$ cat src/rtl/cordic_seq_pkg.sv
// Shared types and constants for the CORDIC request sequencer.
package cordic_seq_pkg;

    typedef enum logic [1:0] {
        ST_IDLE  = 2'd0,
        ST_ISSUE = 2'd1,
        ST_WAIT  = 2'd2
    } state_e;

    localparam logic FUNC_SIGMOID = 1'b0;

endpackage

$ cat src/rtl/cordic_seq_fifo.sv
// Small synchronous FIFO holding {func, x} operand words for the sequencer.
module cordic_seq_fifo #(
    parameter int DW    = 33,
    parameter int DEPTH = 4,
    parameter int PTR_W = 2
) (
    input  logic             clk,
    input  logic             rst,
    input  logic             push_i,
    input  logic             pop_i,
    input  logic [DW-1:0]    wdata_i,
    output logic [DW-1:0]    rdata_o,
    output logic             full_o,
    output logic             empty_o,
    output logic [PTR_W:0]   count_o
);

    localparam logic [PTR_W:0] FULL_CNT = (PTR_W+1)'(DEPTH);

    logic [DW-1:0]    mem_q [DEPTH];
    logic [PTR_W-1:0] wr_ptr_q, wr_ptr_d;
    logic [PTR_W-1:0] rd_ptr_q, rd_ptr_d;
    logic [PTR_W:0]   count_q, count_d;
    logic             do_push, do_pop;

    // A full FIFO refuses the push even when a pop frees a slot this cycle.
    assign do_push = push_i && !full_o;
    assign do_pop  = pop_i && !empty_o;

    always_comb begin
        // NOTE: every combinational output gets a default first so no path leaves it unassigned (no latch).
        wr_ptr_d = wr_ptr_q;
        rd_ptr_d = rd_ptr_q;
        count_d  = count_q;
        if (do_push) wr_ptr_d = wr_ptr_q + 1'b1;
        if (do_pop)  rd_ptr_d = rd_ptr_q + 1'b1;
        case ({do_push, do_pop})
            2'b10:   count_d = count_q + 1'b1;
            2'b01:   count_d = count_q - 1'b1;
            default: count_d = count_q;
        endcase
    end

    always_ff @(posedge clk) begin
        // NOTE: sequential state uses non-blocking assignments so every flop samples pre-edge values.
        if (rst) begin
            wr_ptr_q <= '0;
            rd_ptr_q <= '0;
            count_q  <= '0;
        end else begin
            wr_ptr_q <= wr_ptr_d;
            rd_ptr_q <= rd_ptr_d;
            count_q  <= count_d;
        end
    end

    // NOTE: storage is deliberately not reset; the count gates every read, so stale words are never seen.
    always_ff @(posedge clk) begin
        if (do_push) mem_q[wr_ptr_q] <= wdata_i;
    end

    assign rdata_o = mem_q[rd_ptr_q];
    assign full_o  = (count_q == FULL_CNT);
    assign empty_o = (count_q == '0);
    assign count_o = count_q;

endmodule

$ cat src/rtl/cordic_req_sequencer.sv
// Feeds buffered operands to the cordic_final core one at a time and collects
// its results into a single-entry output slot, aborting hung operations.
module cordic_req_sequencer
    import cordic_seq_pkg::*;
#(
    parameter int WIDTH   = 32,
    parameter int FRAC    = 14,
    parameter int DEPTH   = 4,
    parameter int PTR_W   = 2,
    parameter int TIMEOUT = 64,
    parameter int TO_W    = 7
) (
    input  logic             clk,
    input  logic             rst,
    input  logic             in_valid,
    output logic             in_ready,
    input  logic [WIDTH-1:0] in_x,
    input  logic             in_func,
    output logic             core_start,
    output logic [WIDTH-1:0] core_x,
    output logic             core_func,
    input  logic             core_busy,
    input  logic             core_done,
    input  logic [WIDTH:0]   core_result,
    output logic             out_valid,
    input  logic             out_ready,
    output logic [WIDTH:0]   out_result,
    output logic             out_func,
    output logic             out_err
);

    localparam int             DW      = WIDTH + 1;
    localparam logic [TO_W-1:0] TO_LAST = TO_W'(TIMEOUT);

    if (FRAC >= WIDTH || DEPTH < 2 || DEPTH != (1 << PTR_W) || TIMEOUT >= (1 << TO_W)) begin : g_param_check
        $error("cordic_req_sequencer: inconsistent parameters");
    end

    state_e           state_q, state_d;
    logic [WIDTH-1:0] core_x_q, core_x_d;
    logic             core_func_q, core_func_d;
    logic [TO_W-1:0]  wd_q, wd_d;
    logic             out_valid_q, out_valid_d;
    logic [WIDTH:0]   out_result_q, out_result_d;
    logic             out_func_q, out_func_d;
    logic             out_err_q, out_err_d;

    logic             push, pop;
    logic [DW-1:0]    head;
    logic             fifo_full, fifo_empty;
    logic [PTR_W:0]   fifo_count;

    assign in_ready = !fifo_full;
    assign push     = in_valid && in_ready;

    cordic_seq_fifo #(
        .DW    (DW),
        .DEPTH (DEPTH),
        .PTR_W (PTR_W)
    ) u_fifo (
        .clk     (clk),
        .rst     (rst),
        .push_i  (push),
        .pop_i   (pop),
        .wdata_i ({in_func, in_x}),
        .rdata_o (head),
        .full_o  (fifo_full),
        .empty_o (fifo_empty),
        .count_o (fifo_count)
    );

    a_full_matches_count: assert property (@(posedge clk) disable iff (rst)
        fifo_full == (fifo_count == (PTR_W+1)'(DEPTH)));

    always_comb begin
        state_d      = state_q;
        core_x_d     = core_x_q;
        core_func_d  = core_func_q;
        wd_d         = wd_q;
        out_valid_d  = out_valid_q;
        out_result_d = out_result_q;
        out_func_d   = out_func_q;
        out_err_d    = out_err_q;
        pop          = 1'b0;

        if (out_valid_q && out_ready) out_valid_d = 1'b0;

        case (state_q)
            // Never issue into a busy core or while an unread result occupies the slot.
            ST_IDLE: begin
                if (!fifo_empty && !out_valid_q && !core_busy) begin
                    pop         = 1'b1;
                    core_x_d    = head[WIDTH-1:0];
                    core_func_d = head[WIDTH];
                    state_d     = ST_ISSUE;
                end
            end
            ST_ISSUE: begin
                wd_d    = '0;
                state_d = ST_WAIT;
            end
            ST_WAIT: begin
                wd_d = wd_q + 1'b1;
                // Done is checked first so it wins over a coincident timeout.
                if (core_done) begin
                    out_result_d = core_result;
                    out_func_d   = core_func_q;
                    out_err_d    = 1'b0;
                    out_valid_d  = 1'b1;
                    state_d      = ST_IDLE;
                end else if (wd_d == TO_LAST) begin
                    out_result_d = '0;
                    out_func_d   = core_func_q;
                    out_err_d    = 1'b1;
                    out_valid_d  = 1'b1;
                    state_d      = ST_IDLE;
                end
            end
            default: state_d = ST_IDLE;
        endcase
    end

    always_ff @(posedge clk) begin
        if (rst) begin
            state_q      <= ST_IDLE;
            core_x_q     <= '0;
            core_func_q  <= FUNC_SIGMOID;
            wd_q         <= '0;
            out_valid_q  <= 1'b0;
            out_result_q <= '0;
            out_func_q   <= FUNC_SIGMOID;
            out_err_q    <= 1'b0;
        end else begin
            state_q      <= state_d;
            core_x_q     <= core_x_d;
            core_func_q  <= core_func_d;
            wd_q         <= wd_d;
            out_valid_q  <= out_valid_d;
            out_result_q <= out_result_d;
            out_func_q   <= out_func_d;
            out_err_q    <= out_err_d;
        end
    end

    assign core_start = (state_q == ST_ISSUE);
    assign core_x     = core_x_q;
    assign core_func  = core_func_q;
    assign out_valid  = out_valid_q;
    assign out_result = out_result_q;
    assign out_func   = out_func_q;
    assign out_err    = out_err_q;

endmodule

$ cat config.mk
export PLATFORM = sky130hd
export DESIGN_NAME = cordic_req_sequencer
export DESIGN_NICKNAME = d
export VERILOG_FILES = /design/src/rtl/cordic_seq_pkg.sv /design/src/rtl/cordic_seq_fifo.sv /design/src/rtl/cordic_req_sequencer.sv
export SDC_FILE = /design/constraint.sdc
export NUM_CORES = 1
export LEC_CHECK = 0
export CAP_MARGIN = 20
export CELL_PAD_IN_SITES_DETAIL_PLACEMENT = 1
export CELL_PAD_IN_SITES_GLOBAL_PLACEMENT = 1
export CORE_ASPECT_RATIO = 0.6
export CORE_MARGIN = 2
export CORE_UTILIZATION = 38
export DETAILED_ROUTE_END_ITERATION = 16
export DONT_BUFFER_PORTS = 1
export PLACE_DENSITY_LB_ADDON = 0.1
export SYNTH_ARGS = -nofsm -noshare
export SYNTH_HDL_FRONTEND = slang
export SYNTH_HIERARCHICAL = 1
export SYNTH_SLANG_ARGS = --single-unit
$ cat constraint.sdc
create_clock -name clk -period 3.33 [get_ports clk]
set_clock_uncertainty 0.15 [all_clocks]
set_input_delay 0.333 -clock clk [delete_from_list [all_inputs] [get_ports clk]]
set_output_delay 0.333 -clock clk [all_outputs]
set_load 0.005 [all_outputs]
==> flow_summary.yaml <==
power_and_ir_drop:
  cell_pwr_density_mw_per_mm2: 710
  worst_ir_drop_vdd_mv: 0.325
  leakagePower_uw: 0.00332
synthesis:
  post_synth_num_cell_types: 47
  synth-edff-count: 132
  synth_top_area_cell: "edfxtp_1"
  synth-async-reset-ratio_pct: 0
  synthesis.yosys.warnings: 6
  synthTopCellsByArea: "edfxtp_1, dfxtp_1, mux4_2"
  synthCells: 532
  ys_seq_elements: 219
  yosysTopAreaCellShare_pct: 48.7
  synthFlopType: "edfxtp_1"
  synth_nets: 614
  netlist_area_mm2: 0.00814
  post_synthesis_sequential_area_ratio_pct: 70.1
  average_cell_area_after_synthesis_um2: 15.3
grt:
  grt_max_degree: 55
  grt_antenna_before_repair: 1
  grt_pass1_vias: 5039
  globalRouteTotalUtil_pct: 16.6
  grt-busiest-layer: "met2"
  grt_pass1_wl_mm: 29.0
  grt_met1_usage_pct: 23.8
  overflow_after_grt: 0
  use_met2_pct: 25.8
  grtUsageMet3_pct: 3.65
routing:
  antenna_violating_nets_post_route: 0
  drt_pre_antenna_iters: 4
  drtIter0Drc: 236
  remaining_drc_errors: 0
  dr_total_vias: 4650
  routed_via_density: 5.14
  postRouteWirelength_mm: 18.4
  wl_per_cell_um: 20.4
clocking:
  clock_path_buffers: 3
  cts_inserted_buffers: 22
  clock_tree.root_cell: "clkbuf_16"
  worst_skew_pair.late_latency_ps: 500
  cts.repair.resized: 0
  htree_levels: 1
  cts_setup_buffers: 0
  cts_tree: "done"
  numClockSinks: 219
  clk_pin_slew_ps: 70
  hold_buf_cts: 70
floorplan:
  die_w_um: 193
  die_h_um: 117
  floorplan.core_area_mm2: 0.0210
  pin_count: 143
  fp.dieArea_mm2: 0.0226
  num_rows: 41
  floorplan.initialDensity_pct: 38.7
run_status:
  run_status: "finished, final reports clean"
place:
  pre_cts_setup_slack_ps: 621
  place.gp.congestion: 0.727
  place_hpwl_mm: 10.8
  port_buffers: 0
worst_setup_path:
  timing.critical_path.required_ps: 3600
  critPathLaunchType: "flip-flop"
  criticalPathCategory: "flip-flop to flip-flop"
  cp-end-kind: "flip-flop"
  timing.critical_path.mode_cell: "inv_1"
  crit_chain: "nor3_2 > nor3_1 > nand2_1 > inv_2 > o31ai_2 > inv_1 > ha_1 > inv_1 > fa_1 > xor2_1 > or3_1 > a21oi_1"
  worst-path-buf-inv: 3
  worstPathMaxFanout: 5
  critPathMaxStageDelay_ps: 460
  path_delay_family: "simple AND/OR/NAND/NOR gates"
  crit_path_top_delay_cell: "dfxtp_1"
  critPathArrivalTime_ps: 3040
sta:
  final-hold-violation-count: 0
  timing.final.max_slew_violations: 0
  fin_crit_sh_pct: 83.1
  grt_setup_unrepaired: "no"
  period_needed_ps: 2770
  worst_slew_margin_rel_pct: 32.6
  layout_setup_ws_ps: 563
  achievable-frequency_ghz: 0.361
  finalSetupTns_ps: 0
  timing_worst_slew_pin_value_ps: 1010
  setup-violations-final: 0
finish:
  areaGrowthSynthToFinish_pct: 21.3
  filler_cell_count: 2111
  drive_above_1_share_pct: 14.7
  nets: 691
flow_run:
  max_cap_violations: 0
worst_hold_path:
  path_class_of_the_lowest_slack_min_delay_path: "input pin to flip-flop"
logic make-up after synthesis:
family                     after synthesis  synth area share (%)
xor gates and xnor gates                 3                 0.323
DFF                                    219                  70.1
AOI/OAI and AO/OA                       98                  8.20
and+or+nand+nor                        122                  7.07
buffers and inverters                   45                  3.14
muxes                                   35                  9.52
adders and majority gates               10                  1.63
final timing paths:
check,cells after the start,slack (ps),start,to
min reg2reg,2,320,core_x[16]$_SDFFE_PP0P_,core_x[16]$_SDFFE_PP0P_
max reg2reg,12,560,u_fifo/count_o[0]$_SDFFE_PP0P_,u_fifo/count_o[2]$_SDFFE_PP0P_
min,2,20,rst,u_fifo/rd_ptr_q[0]$_SDFFE_PP0P_
max,12,560,u_fifo/count_o[0]$_SDFFE_PP0P_,u_fifo/count_o[2]$_SDFFE_PP0P_
cell type report:
cell class                      instances  area, um2  area share (%)
Antenna cell                            1       2.50          0.0254
Clock buffer                           34        679            6.89
Clock inverter                          6       57.6           0.583
Inverter                               16       60.1           0.609
Multi-Input combinational cell        268       2190            22.2
Sequential cell                       219       5710            57.8
Tap cell                              279        349            3.54
Timing Repair Buffer                   82        821            8.32
stage by stage:
step / cell area (um2) / hold slack (ps) / power [uW] / std cells / utilization, %
floorplan: 8140 / 282 / 4210 / 532 / -
global placement: 8410 / 263 / 4470 / 794 / 40.0
detailed placement: 8410 / 262 / 4510 / 794 / 40.0
CTS: 9860 / 4.27 / 7130 / 904 / 46.9
global route: 9870 / 24.7 / 7390 / 905 / 46.9
finish: 9870 / 19.7 / 7000 / 905 / 46.9
cell usage after synthesis, types with 5 or more instances:
master / instances
edfxtp_1: 132
dfxtp_1: 87
nand2_1: 75
a21oi_1: 46
a22o_1: 33
mux4_2: 30
clkbuf_1: 16
inv_1: 15
nor2_1: 12
ha_1: 9
o21ai_0: 8
nand2b_1: 6
nand3_1: 5
cells in the final DEF (no fill, tap or decap), types with 2 or more instances in the layout:
cell,count
xor2_1,3
or3_1,3
dfxtp_2,2
a22o_1,33
nor2b_1,2
a211o_1,2
clkbuf_1,7
nand2b_1,6
clkbuf_8,2
mux2i_1,2
buf_4,11
ha_1,9
mux4_2,30
nand3b_1,2
edfxtp_1,132
clkinv_2,3
nor2_1,11
nor3_1,3
nor2_2,2
nand3_1,5
dfxtp_1,85
inv_1,15
dlygate4sd3_1,69
clkbuf_16,25
and2_2,4
a21oi_1,46
mux4_1,3
nand2_1,75
o21ai_0,8
registers in the layout (all words and copies together) (netlist names), named ones only:
signal / count
out_result: 33
state_q: 2
wd_q: 7
u_fifo/count_o: 3
out_err: 1
core_x: 32
u_fifo/wr_ptr_q: 2
out_func: 1
core_func: 1
u_fifo/mem_q: 132
out_valid: 1
u_fifo/rd_ptr_q: 2
per-layer routing:
metal | share of wire [%] | up-vias
li1 | - | 2146
met2 | 46 | 87
met3 | 4.5 | 28
met4 | 1.8 | 0
met1 | 48 | 2389
met5 | 0 | -
power breakdown:
part           internal, uW  switching [uW]
sequential             3200             199
clock                  1490             999
combinational           479             639
total                  5160            1840
Power figures use the tool's default switching activity.
